`src/rtl/mips_register_file.sv`:
```
// MIPS general-purpose register file: one synchronous write port, two combinational reads.
// Register 0 is hardwired to zero; define REGFILE_BYPASS_EN for write-to-read forwarding.
module mips_register_file #(
   parameter int DATA_WIDTH = 32,
   parameter int ADDR_WIDTH = 5
) (
   input  logic                  clk,
   input  logic                  reset,
   input  logic                  we,
   input  logic [ADDR_WIDTH-1:0] waddr,
   input  logic [DATA_WIDTH-1:0] wdata,
   input  logic [ADDR_WIDTH-1:0] raddr1,
   output logic [DATA_WIDTH-1:0] rdata1,
   input  logic [ADDR_WIDTH-1:0] raddr2,
   output logic [DATA_WIDTH-1:0] rdata2
);

   localparam int DEPTH = 1 << ADDR_WIDTH;

   logic [DATA_WIDTH-1:0] mem [DEPTH];
   logic                  wr_ok;

   assign wr_ok = we && !reset && (waddr != '0);

   // Clear everything on reset; otherwise commit one write, never to r0.
   always_ff @(posedge clk) begin
      if (reset) begin
         for (int i = 0; i < DEPTH; i++) begin
            mem[i] <= '0;
         end
      end else if (wr_ok) begin
         mem[waddr] <= wdata;
      end
   end

`ifdef REGFILE_BYPASS_EN
   // Port 1 read, forwarding a same-cycle write so decode sees it without a stall.
   always_comb begin
      rdata1 = '0;
      if (raddr1 == '0) begin
         rdata1 = '0;
      end else if (wr_ok && (raddr1 == waddr)) begin
         rdata1 = wdata;
      end else begin
         rdata1 = mem[raddr1];
      end
   end

   // Port 2 read, with the same forwarding path as port 1.
   always_comb begin
      rdata2 = '0;
      if (raddr2 == '0) begin
         rdata2 = '0;
      end else if (wr_ok && (raddr2 == waddr)) begin
         rdata2 = wdata;
      end else begin
         rdata2 = mem[raddr2];
      end
   end
`else
   // Port 1 read straight from storage; r0 forced to zero.
   always_comb begin
      rdata1 = '0;
      if (raddr1 != '0) begin
         rdata1 = mem[raddr1];
      end
   end

   // Port 2 read straight from storage; r0 forced to zero.
   always_comb begin
      rdata2 = '0;
      if (raddr2 != '0) begin
         rdata2 = mem[raddr2];
      end
   end
`endif

endmodule

```
`config.mk`:
```
export PLATFORM = sky130hd
export DESIGN_NAME = mips_register_file
export DESIGN_NICKNAME = d
export VERILOG_FILES = /design/src/rtl/mips_register_file.sv
export SDC_FILE = /design/constraint.sdc
export NUM_CORES = 2
export LEC_CHECK = 0
export BUFFER_PORTS_ARGS = -buffer_cell sky130_fd_sc_hd__buf_2
export CAP_MARGIN = 20
export CORE_ASPECT_RATIO = 0.8
export CORE_MARGIN = 3
export CORE_UTILIZATION = 55
export CTS_CLUSTER_DIAMETER = 40
export DETAILED_ROUTE_END_ITERATION = 12
export PLACE_DENSITY = 0.71
export SLEW_MARGIN = 20
export SYNTH_ARGS = -nofsm -noshare
export SYNTH_HDL_FRONTEND = slang
export SYNTH_SLANG_ARGS = --single-unit
```
`constraint.sdc`:
```
create_clock -name clk -period 3.6 [get_ports clk]
set_input_delay 0.36 -clock clk [delete_from_list [all_inputs] [get_ports clk]]
set_output_delay 0.36 -clock clk [all_outputs]
set_load 0.02 [all_outputs]
```
-- After elaboration in Yosys (flattened, before gate mapping)
Memory sizes are Yosys's and may differ from the RTL's.
Cells that the tools add are included.
- muxes and demuxes: 10
- reductions and logical operators: 7
- operators by type and width (operator ; number):
    $mux 32 ; 3
    $reduce_or 32->1 ; 1
    $reduce_bool 5->1 ; 3
    $mux 1 ; 6
    $mux 5 ; 1
    $logic_and 1x1->1 ; 2
    $logic_not 1->1 ; 1
- register bits: 0
- bits in writable memories: 1024
- bits of input ports: 50
- output and inout port bits: 64
- memories kept: 1
- memory list (memory ; words ; bits a word ; rd ports ; clocked after memory_dff ; write ports ; RTL line ; source):
    mem ; 32 ; 32 ; 2 ; 0 ; 32 ; 20 ; logic [DATA_WIDTH-1:0] mem [DEPTH];

-- Logic depth before layout (Yosys ltp)
- depth after elaboration: 8
- depth in mapped cells: 9

-- Worst setup path after synthesis
OpenSTA, ideal clock, no wires.
- kind: input -> output
- start point: in raddr1[0]
- end point: out rdata1[30]
- data arrival time: 2350 ps
- data required time: 3240 ps
- slack: 890 ps
- stages: 6
- cells stage by stage: clkbuf_1 buf_6 buf_4 mux4_2 mux2i_1 a2111oi_0
- longest elaborated chain between the ends: 2
- elaborated cells between the ends (all ways): 3
- ends and longest elaborated chain (item ; RTL line ; source):
    from (decl) ; 12 ; input logic [ADDR_WIDTH-1:0] raddr1,
    $mem_v2 32x32 or $reduce_bool 5->1 (tied branches) ; - ;
    $mux 32 (*) ; 64 ; if (raddr1 != '0) begin
    to (decl) ; 13 ; output logic [DATA_WIDTH-1:0] rdata1,
Every way passes the cells marked *; elsewhere a longest branch is shown, timed or not.

==> flow_summary.json <==
{
  "overflow": 0,
  "post-route-period-util_pct": 97.5,
  "synthAdderAreaFrac_pct": 0,
  "drc": 0,
  "top_regs": "mem x1024",
  "maxCapViolCount": 0,
  "postRouteAntennaNets": 0,
  "synth-async-reset-ratio_pct": 0,
  "port-buffer-count": 113,
  "num_vias": 35000,
  "netlist_area_um2": 54200,
  "synth-edff-count": 1024,
  "dp.final_hpwl_mm": 108,
  "finalMaxSlewViolations": 0,
  "synth_xor_area_share_pct": 0,
  "p_per_area_nw_per_um2": 506,
  "first_iter_violations": 5229,
  "setup_violations": 0,
  "placedCellCount": 4789,
  "synthMuxAreaShare_pct": 23.0,
  "initial_core_util_pct": 55.8,
  "clk_pin_slew_ns": 0.06,
  "final_core_util_pct": 63.3,
  "cp_data_required_time_ns": 3.24,
  "avgSynthCellArea_um2": 15.5,
  "nFillCells": 6877,
  "core_um2": 97200,
  "finalNonFillerCells": 5040,
  "grt_pass1_wl_mm": 248,
  "dieArea_um2": 102000,
  "clock-root-buffer": "clkbuf_16",
  "vias_per_cell": 6.94,
  "cp-end-kind": "primary output",
  "cpPeakStageDelay_ns": 0.67,
  "critPathBufInv": 2,
  "yosysWarnings": 0,
  "ir_worst_vdd_mv": 0.521,
  "ys_ff_latch": 1024,
  "outcome": "finished, final reports clean",
  "clock-sinks": 1024,
  "grt_max_degree": 61,
  "h-tree-depth": 4,
  "path_delay_family": "compound AO/OA/AOI/OAI gates",
  "relSlewSlack_pct": 23.4,
  "period_needed_ns": 3.51,
  "io_pins": 114,
  "hold_class": "input pin to flop",
  "grt_pass1_vias": 36200,
  "synthFlopType": "edfxtp_1",
  "finalHoldViolCount": 0,
  "drive_above_1_share_pct": 30.1,
  "largest_reg_flops": 1024,
  "routed_wl_mm": 173,
  "worstSetupPathType": "flop to primary output",
  "crit_arrival_ns": 3.15,
  "yosysSeqAreaShare_pct": 56.7,
  "cts_tree": "yes",
  "yosysUniqueCellTypes": 42,
  "drtPass1Iterations": 6,
  "die_h_um": 287,
  "cp_max_fo": 2,
  "cts-buffers-inserted": 134,
  "layout.nets": 3676,
  "globalplace.congestion": 0.899,
  "rsz0062_at_grt": "false",
  "synth_cells": 3502,
  "antenna_found_initial": 9,
  "syn_to_final_growth_pct": 13.6,
  "start_kind": "flop",
  "fmax_mhz": 285,
  "setup_tns_ns": 0,
  "wire_per_inst_um": 34.3,
  "cpMaxStageDelayCell": "a2111oi_1",
  "clockBufferDepth": 3,
  "rows": 102,
  "die-width_um": 357,
  "top_register": "mem",
  "cp_cell_sequence": "mux4_2 > a22o_1 > a2111oi_1 > nor3_1 > buf_4 > buf_2",
  "synth_simple_gate_area_share_pct": 13.3,
  "total_leakage_power_uw": 0.0216,
  "synth_top_family_by_area": "multiplexers",
  "tightest_slew_ns": 1.15,
  "synth_compound_area_share_pct": 3.65,
  "grt_usage_pct": 34.1
}
-- area by class of cell --
| class | count | area [um^2] | share of cell area [%] |
|---|---|---|---|
| multi-input combinational | 2120 | 21900 | 35.6 |
| clock inverter | 78 | 852 | 1.38 |
| inverter | 2 | 7.51 | 0.0122 |
| tap | 1300 | 1630 | 2.64 |
| clock buffer | 165 | 3620 | 5.87 |
| sequential | 1024 | 30700 | 49.9 |
| timing repair buffer | 344 | 2800 | 4.54 |
| antenna | 7 | 17.5 | 0.0284 |
-- timing repair --
| item | 4_1_cts | 5_1_grt |
|---|---|---|
| endpoints found under the hold margin | 1 | 0 |
| setup endpoints to repair | 0 | 1 |
| resized for setup | 0 | 1 |
| buffers inserted | 0 | 0 |
| hold buffers | 1 | 0 |
-- report_power, final --
group          internal (uW)  total (uW)  switching [uW]
Sequential             13800       14100             361
Clock                   8150       13400            5280
Combinational           1540        3610            2070
Total                  23500       31200            7710
-- cells by family (layout without fill, tap and decap cells) --
logic type | after synthesis | in the layout
and+or+nand+nor | 1177 | 1177
muxes | 652 | 652
buffers and inverters | 389 | 589
AOI/OAI and AO/OA | 259 | 259
other | 1 | 39
DFF | 1024 | 1024
-- cell usage after synthesis (all sizes together) (12+ instances only) --
master / instances / share of area [%]
mux4: 472 / 20
a22oi: 16 / 0.22
nor3: 54 / 0.50
and2: 995 / 11
buf: 117 / 1.4
nor2b: 14 / 0.16
a21oi: 12 / 0.11
mux2: 30 / 0.62
mux2i: 150 / 2.8
a2111oi: 55 / 0.98
a22o: 51 / 0.82
nor2: 36 / 0.25
o22ai: 103 / 1.2
or2: 33 / 0.38
edfxtp: 1024 / 57
clkbuf: 270 / 1.9
-- routing by layer --
metal / wire, um / global-route usage (%) / share of wire, %
met4: 8840 / 16.5 / 5.1
met3: 23100 / 9.00 / 13
met2: 80500 / 52.9 / 47
met1: 60500 / 45.2 / 35
met5: 16 / 0 / 0.0092
-- cells in the final DEF (no fill, tap or decap), types with 33 or more instances in the layout --
cell type  synthesis  routed
or2_2             33      33
mux4_2           472     472
buf_2             46     107
and2_1           995     994
mux2i_1          150     150
nor3_1            54      54
a22o_1            51      51
buf_4             31     195
edfxtp_1        1024    1024
clkbuf_16          0     141
o22ai_1          103     103
buf_12             0      36
a2111oi_1         41      42
-- metrics by stage --
step	area (um^2)	hold slack, ns	power (uW)	setup WS [ns]
6_report	61600	0.249	31200	0.0904
2_1_floorplan	54400	0.558	16400	0.890
3_3_place_gp	57100	0.739	17800	0.245
4_1_cts	61600	0.210	31200	0.00593
5_1_grt	61600	0.261	31900	0.00944
3_5_place_dp	57100	0.747	17900	0.203
-- path summary, 6_finish.rpt --
path        start         end  slack (ns)  cells after the start
min      wdata[0]  mem[21][0]        0.25                      2
max   mem[15][29]  rdata1[29]        0.09                      6
Power figures use the tool's default switching activity.
